$ cat config.mk
export PLATFORM = sky130hd
export DESIGN_NAME = cellrv32_xevt
export DESIGN_NICKNAME = d
export VERILOG_FILES = /design/src/rtl/cellrv32_package.sv /design/src/rtl/cellrv32_xevt_ch.sv /design/src/rtl/cellrv32_xevt.sv
export SDC_FILE = /design/constraint.sdc
export NUM_CORES = 1
export LEC_CHECK = 0
export BUFFER_PORTS_ARGS = -buffer_cell sky130_fd_sc_hd__buf_2
export CAP_MARGIN = 20
export CORE_AREA = 3 3 114 83
export CTS_CLUSTER_DIAMETER = 80
export CTS_CLUSTER_SIZE = 10
export DETAILED_ROUTE_END_ITERATION = 6
export DIE_AREA = 0 0 117 86
export GPL_ROUTABILITY_DRIVEN = 0
export PLACE_DENSITY_LB_ADDON = 0.25
export RECOVER_POWER = 50
export SYNTH_ARGS = -nofsm -noshare
export SYNTH_HDL_FRONTEND = slang
export SYNTH_HIERARCHICAL = 1
export SYNTH_SLANG_ARGS = --single-unit
export TNS_END_PERCENT = 20
$ cat constraint.sdc
create_clock -name clk_i -period 2.55 [get_ports clk_i]
set_input_delay 0.6375 -clock clk_i [delete_from_list [all_inputs] [get_ports clk_i]]
set_output_delay 0.6375 -clock clk_i [all_outputs]
set_load 0.01 [all_outputs]
$ cat src/rtl/cellrv32_package.sv
// Shared constants and types for the outbound event (XEVT) controller.
package cellrv32_package;

    // XEVT register window: four word registers
    localparam logic [31:0] xevt_base_c    = 32'hFFFF_F600;
    localparam int          xevt_size_c    = 16;
    localparam logic [31:0] xevt_enable_c  = xevt_base_c + 32'h0;
    localparam logic [31:0] xevt_mode_c    = xevt_base_c + 32'h4;
    localparam logic [31:0] xevt_trigger_c = xevt_base_c + 32'h8;
    localparam logic [31:0] xevt_done_c    = xevt_base_c + 32'hC;

    typedef enum logic {XEVT_CH_IDLE, XEVT_CH_ACTIVE} xevt_ch_state_t;

    // Mask covering the implemented channels
    function automatic logic [31:0] xevt_ch_mask(input int num_ch);
        logic [32:0] m;
        m = (33'd1 << num_ch) - 33'd1;
        return m[31:0];
    endfunction

endpackage

$ cat src/rtl/cellrv32_xevt_ch.sv
// One outbound event channel: IDLE/ACTIVE FSM, pulse counter, ack synchronizer.
module cellrv32_xevt_ch
    import cellrv32_package::*;
#(
    parameter int XEVT_PULSE_LEN = 4
) (
    input  logic clk_i,
    input  logic rstn_i,
    input  logic en_i,      // effective enable (includes a same-cycle ENABLE write)
    input  logic mode_i,    // 0 = pulse, 1 = level handshake
    input  logic trig_i,
    input  logic ack_i,     // asynchronous acknowledge from the device
    output logic active_o,
    output logic done_o     // one cycle: transfer completes at the next edge
);

    xevt_ch_state_t state_q, state_d;
    logic [7:0]     cnt_q;
    logic           mode_q;
    logic [1:0]     sync_q;
    logic           start, finish;

    assign start  = trig_i && en_i;
    assign finish = mode_q ? sync_q[1] : (cnt_q == 8'd0);

    // Two-flop synchronizer for the device acknowledge
    always_ff @(posedge clk_i or negedge rstn_i) begin
        if (!rstn_i) sync_q <= 2'b00;
        else         sync_q <= {sync_q[0], ack_i};
    end

    // Latch mode at trigger time and run the pulse down-counter
    always_ff @(posedge clk_i or negedge rstn_i) begin
        if (!rstn_i) begin
            cnt_q  <= 8'd0;
            mode_q <= 1'b0;
        end else if (state_q == XEVT_CH_IDLE) begin
            if (start) begin
                cnt_q  <= 8'(XEVT_PULSE_LEN - 1);
                mode_q <= mode_i;
            end
        end else if (cnt_q != 8'd0) begin
            cnt_q <= cnt_q - 8'd1;
        end
    end

    // State register
    always_ff @(posedge clk_i or negedge rstn_i) begin
        if (!rstn_i) state_q <= XEVT_CH_IDLE;
        else         state_q <= state_d;
    end

    // Next state: triggers only count from IDLE; disable aborts without completion
    always_comb begin
        state_d = state_q;
        case (state_q)
            XEVT_CH_IDLE:   if (start) state_d = XEVT_CH_ACTIVE;
            XEVT_CH_ACTIVE: if (!en_i || finish) state_d = XEVT_CH_IDLE;
            default:        state_d = XEVT_CH_IDLE;
        endcase
    end

    // Outputs: line follows ACTIVE, completion only when not aborted
    always_comb begin
        active_o = (state_q == XEVT_CH_ACTIVE);
        done_o   = (state_q == XEVT_CH_ACTIVE) && en_i && finish;
    end

endmodule

$ cat src/rtl/cellrv32_xevt.sv
// Outbound event controller: bus registers plus XEVT_NUM_CH event channels.
module cellrv32_xevt
    import cellrv32_package::*;
#(
    parameter int XEVT_NUM_CH    = 1,
    parameter int XEVT_PULSE_LEN = 4
) (
    input  logic        clk_i,
    input  logic        rstn_i,
    input  logic [31:0] addr_i,
    input  logic        rden_i,
    input  logic        wren_i,
    input  logic [31:0] data_i,
    output logic [31:0] data_o,
    output logic        ack_o,
    output logic [31:0] xevt_o,
    input  logic [31:0] xevt_ack_i,
    output logic        cpu_irq_o
);

    localparam int          LO_C   = $clog2(xevt_size_c);
    localparam logic [31:0] MASK_C = xevt_ch_mask(XEVT_NUM_CH);

    generate
        if (XEVT_NUM_CH < 1 || XEVT_NUM_CH > 32)
            $error("XEVT_NUM_CH must be within 1..32");
        if (XEVT_PULSE_LEN < 1 || XEVT_PULSE_LEN > 255)
            $error("XEVT_PULSE_LEN must be within 1..255");
    endgenerate

    logic [31:0] enable_q, mode_q, done_q, rdata_q;
    logic [31:0] en_eff, trig, done_set, done_clr, active, rmux;
    logic        match, wr, rd, ack_q, irq_q;
    logic        unused_bits;

    assign match = (addr_i[31:LO_C] == xevt_base_c[31:LO_C]);
    assign wr    = match && wren_i;
    assign rd    = match && rden_i;

    assign unused_bits = ^{addr_i[1:0], data_i, xevt_ack_i};

    // Write decode; channels see an ENABLE write in the same cycle it lands
    always_comb begin
        en_eff   = (wr && addr_i[31:2] == xevt_enable_c[31:2]) ? (data_i & MASK_C) : enable_q;
        trig     = (wr && addr_i[31:2] == xevt_trigger_c[31:2]) ? (data_i & MASK_C) : 32'd0;
        done_clr = (wr && addr_i[31:2] == xevt_done_c[31:2]) ? data_i : 32'd0;
    end

    genvar i;
    generate
        for (i = 0; i < 32; i++) begin : g_ch
            if (i < XEVT_NUM_CH) begin : g_on
                cellrv32_xevt_ch #(.XEVT_PULSE_LEN(XEVT_PULSE_LEN)) u_ch (
                    .clk_i    (clk_i),
                    .rstn_i   (rstn_i),
                    .en_i     (en_eff[i]),
                    .mode_i   (mode_q[i]),
                    .trig_i   (trig[i]),
                    .ack_i    (xevt_ack_i[i]),
                    .active_o (active[i]),
                    .done_o   (done_set[i])
                );
            end else begin : g_off
                assign active[i]   = 1'b0;
                assign done_set[i] = 1'b0;
            end
        end
    endgenerate

    // Control/status registers; hardware set wins over software clear
    always_ff @(posedge clk_i or negedge rstn_i) begin
        if (!rstn_i) begin
            enable_q <= 32'd0;
            mode_q   <= 32'd0;
            done_q   <= 32'd0;
            irq_q    <= 1'b0;
        end else begin
            enable_q <= en_eff;
            if (wr && addr_i[31:2] == xevt_mode_c[31:2]) mode_q <= data_i & MASK_C;
            done_q   <= (done_q & ~done_clr) | done_set;
            irq_q    <= |(done_set & ~done_q);
        end
    end

    // Read mux
    always_comb begin
        rmux = 32'd0;
        case (addr_i[LO_C-1:2])
            xevt_enable_c[LO_C-1:2]:  rmux = enable_q;
            xevt_mode_c[LO_C-1:2]:    rmux = mode_q;
            xevt_trigger_c[LO_C-1:2]: rmux = active;
            xevt_done_c[LO_C-1:2]:    rmux = done_q;
            default:                  rmux = 32'd0;
        endcase
    end

    // Bus response one cycle after access; data zero outside ack
    always_ff @(posedge clk_i or negedge rstn_i) begin
        if (!rstn_i) begin
            ack_q   <= 1'b0;
            rdata_q <= 32'd0;
        end else begin
            ack_q   <= rd || wr;
            rdata_q <= rd ? rmux : 32'd0;
        end
    end

    assign ack_o     = ack_q;
    assign data_o    = rdata_q;
    assign xevt_o    = active;
    assign cpu_irq_o = irq_q;

endmodule

==> impl_metrics.tcl, run 1 <==
set metrics [dict create \
    status "complete, no violations" \
    synth_seq_area_share_pct 60.17 \
    multi_input_area_um2 1127 \
    synth-seq-cells 80 \
    tritoncts "done" \
    clock.fmax_mhz 415.5 \
    track_usage_pct 15.47 \
    core_um2 8408 \
    p_sw_mw 0.5383 \
    clock_path_buffers 2 \
    clkLatencyLatePin_ns 0.32 \
    cp-start-kind "input port" \
    grt_pass1_vias 2427 \
    io_buffer_count 101 \
    synth_area_um2 3327 \
    avgRoutedWirePerCell_um 14.30 \
    grt_max_degree 42 \
    layout_setup_ws_ns 0.1430 \
    grt_pass1_wl_mm 11.88 \
    path_clk_slew_ns 0.05 \
    worst_pin_slew_ns 0.9819 \
    root_buffer "clkbuf_16" \
    pwr-share-seq_pct 47.8 \
    nFillCells 790 \
    antenna_found_initial 0 \
    fin_skew_ns 0.005071 \
    clock_power_share_pct 47.6 \
    vias_per_cell 4.679 \
    p_sw_share_pct 20.21 \
    fp.dieH_um 86 \
    ctsResizeCount 0 \
    finalWirelength_mm 7.307 \
    rsz0062_at_grt "no" \
    period_share_pct 94.39 \
    regArea_um2 2002 \
    wl_met1_mm 3.379 \
    synth_area_leader_cell "dfrtp_1" \
    slew_headroom_pct 34.54 \
    crit_slowest_cell "or4b_1" \
    die_w_um 117 \
    cp_data_required_time_ns 2.79 \
    finalSetupViolCount 0 \
    final_common_cell "buf_2" \
    met2_length_mm 3.278 \
    critical_path.max_stage_delay_ns 0.55 \
    worstPathMaxFanout 2 \
    path_cells "buf_2 > or4b_1 > nor4_2 > nand4_1 > mux2_2 > and3b_1 > or3_1 > mux2i_1" \
    stdcell_count 511 \
    p_leak_nw 2.023 \
    netlist.area_leader.share_pct 60.17 \
    io_pins 166 \
    routed-wl-met3_um 539 \
    ys_warn_count 6 \
    synth_cell_types 40 \
    syn_avg_cell_area_um2 11.16 \
    post-dp-hpwl_mm 5.273 \
    start_util_pct 39.57 \
    drt-initial-drc-count 218 \
    power_density_nw_per_um2 644.1 \
    rows 28 \
    fin_crit_ns 2.407 \
    top_layer_used "met4" \
    cp_data_arrival_time_ns 2.65 \
    synth_area_leaders "dfrtp_1 60%, a21boi_0 7.0%, buf_4 7.0%, nor3_1 4.8%, nand2_1 4.7%" \
    overflow 0 \
    comb_power_share_pct 4.6 \
    drt_pass1_iterations 4 \
    max_cap_viol_count 0 \
    vias 2391 \
    drive_gt1_share_pct 28.33 \
    nNetsFinal 503 \
    hold_viol_final 0 \
    numPlacedInstances 495 \
    numCtsBuffers 9 \
    cts.sinks 80 \
    diodes 0 \
    report.final.slew_viol_count 0 \
    worst-setup-path-type "input port to flop" \
    end_kind "flop" \
    die-area_um2 10060 \
    cts_hold_buf 0 \
    pre_cts_ws_ns -0.1890 \
    hp-class "flop to flop" \
    intPower_mw 2.125 \
    route.detailed.drc 0 \
    ir_drop_mv 0.3480 \
    area_growth_pct 24.26 \
    final_cell_mix "85 x buf_2, 80 x dfrtp_1, 42 x nand2_1" \
    post-cts-setup-buffers 0 \
    synthCells 298 \
    drtAntennaViolNets 0 \
    htreeDepth 3 \
]
-- registers in the layout, indices dropped and copies added, names as in the netlist, 2 cells and up --
signal / cells
data_o: 32
done_q: 32
g_ch.g_on.u_ch/sync_q: 2
g_ch.g_on.u_ch/cnt_q: 8
-- critical path, delay by kind of cell --
kind                   cells  cell delay (ns)
buffers and inverters      1             0.09
AND/OR/NAND/NOR            5             1.47
multiplexers               2             0.45
-- metal layers --
metal,GRT usage (%),vias to the layer above
li1,-,1171
met2,23.49,109
met4,5.833,0
met1,21.10,1100
met3,4.372,11
met5,0,-
-- final timing paths --
kind	end	slack (ns)	from	depth (start not counted)
hold reg to reg	g_ch[0].g_on.u_ch/sync_q[1]$_DFF_PN0_	0.35	g_ch[0].g_on.u_ch/sync_q[0]$_DFF_PN0_	0
min in group asynchronous	data_o[13]$_DFF_PN0_	0.45	rstn_i	1
setup / recovery	g_ch[0].g_on.u_ch/cnt_q[7]$_DFFE_PN0P_	0.14	addr_i[6]	8
max in group asynchronous	data_o[11]$_DFF_PN0_	0.60	rstn_i	2
hold / removal	g_ch[0].g_on.u_ch/sync_q[1]$_DFF_PN0_	0.35	g_ch[0].g_on.u_ch/sync_q[0]$_DFF_PN0_	0
setup reg to reg	done_q[0]$_DFF_PN0_	0.64	g_ch[0].g_on.u_ch/cnt_q[0]$_DFFE_PN0P_	7
-- layout make-up --
class	instances	area share [%]
repair buffers	108	13.29
clock buffers	14	6.386
clock inverters	2	0.9080
well taps	105	3.178
flip-flops and latches	80	48.43
multi-input cells	196	27.27
inverters	6	0.5448
-- per-stage QoR --
step	area [µm²]	power [mW]	setup TNS [ns]	hold slack, ns	util (%)
final	4134	2.663	0	0.3460	49.17
after CTS	4170	2.702	0	0.2970	49.60
after global routing	4134	2.778	0	0.3699	49.17
after global placement	3869	1.422	-3.376	0.3335	46.01
after floorplan	3447	1.371	-0.08119	0.3312	-
after detailed placement	3869	1.423	-3.810	0.3365	46.01
-- power groups by stage --
| stage | Combinational [mW] | Clock [mW] | Sequential (mW) |
|---|---|---|---|
| 6_report | 0.123 | 1.27 | 1.27 |
| 5_1_grt | 0.140 | 1.37 | 1.27 |
| 4_1_cts | 0.129 | 1.30 | 1.27 |
| 3_5_place_dp | 0.129 | 0 | 1.29 |
| 3_3_place_gp | 0.127 | 0 | 1.29 |
| 2_1_floorplan | 0.0759 | 0 | 1.29 |
-- Yosys cell counts --
library cell and number:
or4_4 1, nand4_1 6, o311ai_0 1, nor2_1 9, buf_2 1, buf_4 31, or3b_1 1, nand2_1 42
mux2_2 2, conb_1 1, o211ai_1 1, nor4_4 1, or4b_1 2, nor4_1 3, and3b_1 1, clkbuf_1 11
a21oi_1 3, nand3b_1 1, o21ai_1 1, nor3_1 32, a2111o_1 1, mux2i_1 3, a31oi_1 1, or2_2 1
o2111ai_1 1, o31ai_1 2, inv_1 6, ha_1 2, nand4b_1 1, dfrtp_1 80, nand2b_1 1, or4_1 1
or4b_4 1, clkbuf_2 3, mux4_2 1, o21ai_0 5, a21boi_0 31, nor2b_1 2, or4b_2 1, or3_1 3
-- logic make-up after synthesis --
family / synth area share, %
buffers and inverters: 9.514
and+or+nand+nor: 17.11
other: 0.1127
adders and majority gates: 0.7520
AOI/OAI and AO/OA: 10.08
DFF: 60.17
muxes: 2.256
No activity file was read; power rests on OpenSTA's default activity.
==> run 2, diff against run 1 <==
--- a/config.mk
+++ b/config.mk
@@ -5,13 +5,14 @@
 export SDC_FILE = /design/constraint.sdc
 export NUM_CORES = 1
 export LEC_CHECK = 0
+export ABC_AREA = 1
 export BUFFER_PORTS_ARGS = -buffer_cell sky130_fd_sc_hd__buf_2
 export CAP_MARGIN = 20
-export CORE_AREA = 3 3 114 83
+export CORE_AREA = 3 3 120 87
 export CTS_CLUSTER_DIAMETER = 80
 export CTS_CLUSTER_SIZE = 10
 export DETAILED_ROUTE_END_ITERATION = 6
-export DIE_AREA = 0 0 117 86
+export DIE_AREA = 0 0 123 90
 export GPL_ROUTABILITY_DRIVEN = 0
 export PLACE_DENSITY_LB_ADDON = 0.25
 export RECOVER_POWER = 50
==> run 2 against run 1 <==
Against the previous run:
- clock skew fell by 0.00056 ns
- flip-flop and latch count did not move
- setup slack improved by 0.31 ns
- hold slack improved by 0.0076 ns
- core utilization fell by 0.45 points
- cell count rose by 22%
- maximum frequency rose by 15%
- first-iteration DRC count fell by 28%
- synthesized area rose by 11%
- non-clock buffer count fell by 2
- design area rose by 8.2%
- largest power group unchanged
- highest routed layer unchanged
==> impl_metrics.tcl, run 2 <==
set metrics [dict create \
    status "complete, no violations" \
    netlist.area_leader.share_pct 54.02 \
    ys_warn_count 6 \
    pwr-share-seq_pct 47.9 \
    synthCells 388 \
    fp.dieH_um 90 \
    finalSetupViolCount 0 \
    hold_viol_final 0 \
    drive_gt1_share_pct 31.46 \
    grt_pass1_wl_mm 12.08 \
    path_clk_slew_ns 0.06 \
    finalWirelength_mm 7.258 \
    io_pins 166 \
    r2r_cells 10 \
    clock_power_share_pct 47.0 \
    period_share_pct 82.25 \
    rsz0062_at_grt "no" \
    max_cap_viol_count 0 \
    regArea_um2 2002 \
    drt_pass1_iterations 4 \
    diodes 0 \
    hp-class "flop to flop" \
    numPlacedInstances 607 \
    slew_headroom_pct 32.66 \
    ctsResizeCount 0 \
    ir_drop_mv 0.3115 \
    route.detailed.drc 0 \
    yosysMostFrequentCell "dfrtp_1" \
    die_w_um 123 \
    end_kind "flop" \
    synth-edff-count 0 \
    start_util_pct 40.37 \
    report.final.slew_viol_count 0 \
    synth_seq_area_share_pct 54.02 \
    rrSetupSlack_ns 1.03 \
    utilization_pct 48.71 \
    ys.flop_type "dfrtp_1" \
    critical_path.max_stage_delay_ns 0.38 \
    io_buffer_count 101 \
    cp-start-kind "input port" \
    fin_setup_tns_ns 0 \
    core_um2 9180 \
    multi_input_area_um2 1261 \
    design_area_um2 4472 \
    synth_cell_types 32 \
    synth_area_leaders "dfrtp_1 54%, a21oi_2 7.1%, nand2_1 6.9%, buf_4 6.3%, inv_1 5.7%" \
    p_sw_mw 0.5775 \
    cts.sinks 80 \
    die-area_um2 11070 \
    clock_path_buffers 2 \
    worstPathMaxFanout 11 \
    tritoncts "done" \
    fin_crit_ns 2.097 \
    layout_setup_ws_ns 0.4526 \
    syn_avg_cell_area_um2 9.552 \
    synthArstFlopShare_pct 100.0 \
    drtAntennaViolNets 0 \
    path_cells "buf_2 > inv_1 > nand2_1 > nor2_2 > nand2_1 > nor2_4 > nand2_1 > nor4_1 > nand3_2 > nand3_1 > o21ai_0" \
    synth_area_um2 3706 \
    stdcell_count 623 \
    placed_cell_area_um2 4214 \
    whs_path_depth 0 \
    root_buffer "clkbuf_16" \
    overflow 0 \
    grt_pass1_vias 2590 \
    cp_data_required_time_ns 2.75 \
    synthTopCellsByCount "80 x dfrtp_1, 68 x nand2_1, 56 x inv_1, 31 x buf_4, 31 x nor3_1" \
    p_leak_nw 2.454 \
    grt_max_degree 44 \
    numCtsBuffers 9 \
    final_common_cell "buf_2" \
    drt-initial-drc-count 157 \
    clock.fmax_mhz 476.8 \
    final_cell_mix "86 x buf_2, 80 x dfrtp_1, 68 x nand2_1" \
    vias 2690 \
    track_usage_pct 13.75 \
    clkLatencyLatePin_ns 0.32 \
    synth_area_leader_cell "dfrtp_1" \
    avgRoutedWirePerCell_um 11.65 \
    intPower_mw 2.078 \
    nNetsFinal 596 \
    crit_slowest_cell "nor4_1" \
    fin_skew_ns 0.004509 \
    nFillCells 880 \
    comb_power_share_pct 5.1 \
    cp_data_arrival_time_ns 2.29 \
    synth-seq-cells 80 \
    vias_per_cell 4.318 \
    post-dp-hpwl_mm 5.371 \
    cp_common_cell "nand2_1" \
    worst-setup-path-type "input port to flop" \
    antenna_found_initial 0 \
    post-cts-setup-buffers 0 \
    power_density_nw_per_um2 593.8 \
    rows 29 \
    area_growth_pct 20.66 \
    htreeDepth 3 \
    cts_hold_buf 0 \
    pre_cts_ws_ns 0.1509 \
    p_sw_share_pct 21.75 \
    worst_pin_slew_ns 1.010 \
]
==> run 2: cell type report <==
class / instances / area share, %
multi-input cells: 237 / 28.20
inverters: 60 / 5.036
well taps: 124 / 3.470
flip-flops and latches: 80 / 44.77
clock buffers: 10 / 5.120
clock inverters: 6 / 1.483
repair buffers: 106 / 11.92
==> run 2: kinds of logic after synthesis <==
kind of cell | count (synthesis) | share of synthesized area [%]
xor gates and xnor gates | 2 | 0.4727
adders and majority gates | 2 | 0.6751
DFF | 80 | 54.02
buffers and inverters | 101 | 14.99
and+or+nand+nor | 166 | 21.67
other | 1 | 0.1012
AOI/OAI and AO/OA | 36 | 8.069
==> run 2: power by group through the flow <==
| stage | Combinational [mW] | Clock (mW) | Sequential [mW] |
|---|---|---|---|
| after CTS | 0.141 | 1.29 | 1.27 |
| final | 0.135 | 1.25 | 1.27 |
| after global placement | 0.140 | 0 | 1.29 |
| after detailed placement | 0.140 | 0 | 1.29 |
| after floorplan | 0.0796 | 0 | 1.29 |
| after global routing | 0.155 | 1.35 | 1.27 |
==> run 2: final timing paths <==
| kind | start | endpoint |
|---|---|---|
| setup / recovery | addr_i[11] | g_ch[0].g_on.u_ch/cnt_q[2]$_DFFE_PN0P_ |
| hold / removal | g_ch[0].g_on.u_ch/sync_q[0]$_DFF_PN0_ | g_ch[0].g_on.u_ch/sync_q[1]$_DFF_PN0_ |
| setup reg to reg | g_ch[0].g_on.u_ch/cnt_q[0]$_DFFE_PN0P_ | cpu_irq_o$_DFF_PN0_ |
| hold reg to reg | g_ch[0].g_on.u_ch/sync_q[0]$_DFF_PN0_ | g_ch[0].g_on.u_ch/sync_q[1]$_DFF_PN0_ |
| max in group asynchronous | rstn_i | g_ch[0].g_on.u_ch/cnt_q[4]$_DFFE_PN0P_ |
| min in group asynchronous | rstn_i | done_q[23]$_DFF_PN0_ |
==> run 2: metal layers <==
layer	global-route usage (%)	vias to the layer above	part of all wire, %
li1	-	1349	-
met1	18.11	1230	46
met2	21.01	101	44
met3	5.270	10	8.8
met4	4.147	0	1.3
met5	0	-	0
==> run 2: metrics by stage <==
| stage | hold slack [ns] | power [mW] |
|---|---|---|
| 2_1_floorplan | 0.3312 | 1.374 |
| 3_3_place_gp | 0.3359 | 1.435 |
| 3_5_place_dp | 0.3457 | 1.435 |
| 4_1_cts | 0.3095 | 2.698 |
| 5_1_grt | 0.3594 | 2.779 |
| 6_report | 0.3536 | 2.655 |
==> run 2: critical path: cells and delay by family <==
kind	cells	cell delay [ns]
buf+inv	2	0.13
compound gates	1	0.10
simple gates	8	1.43
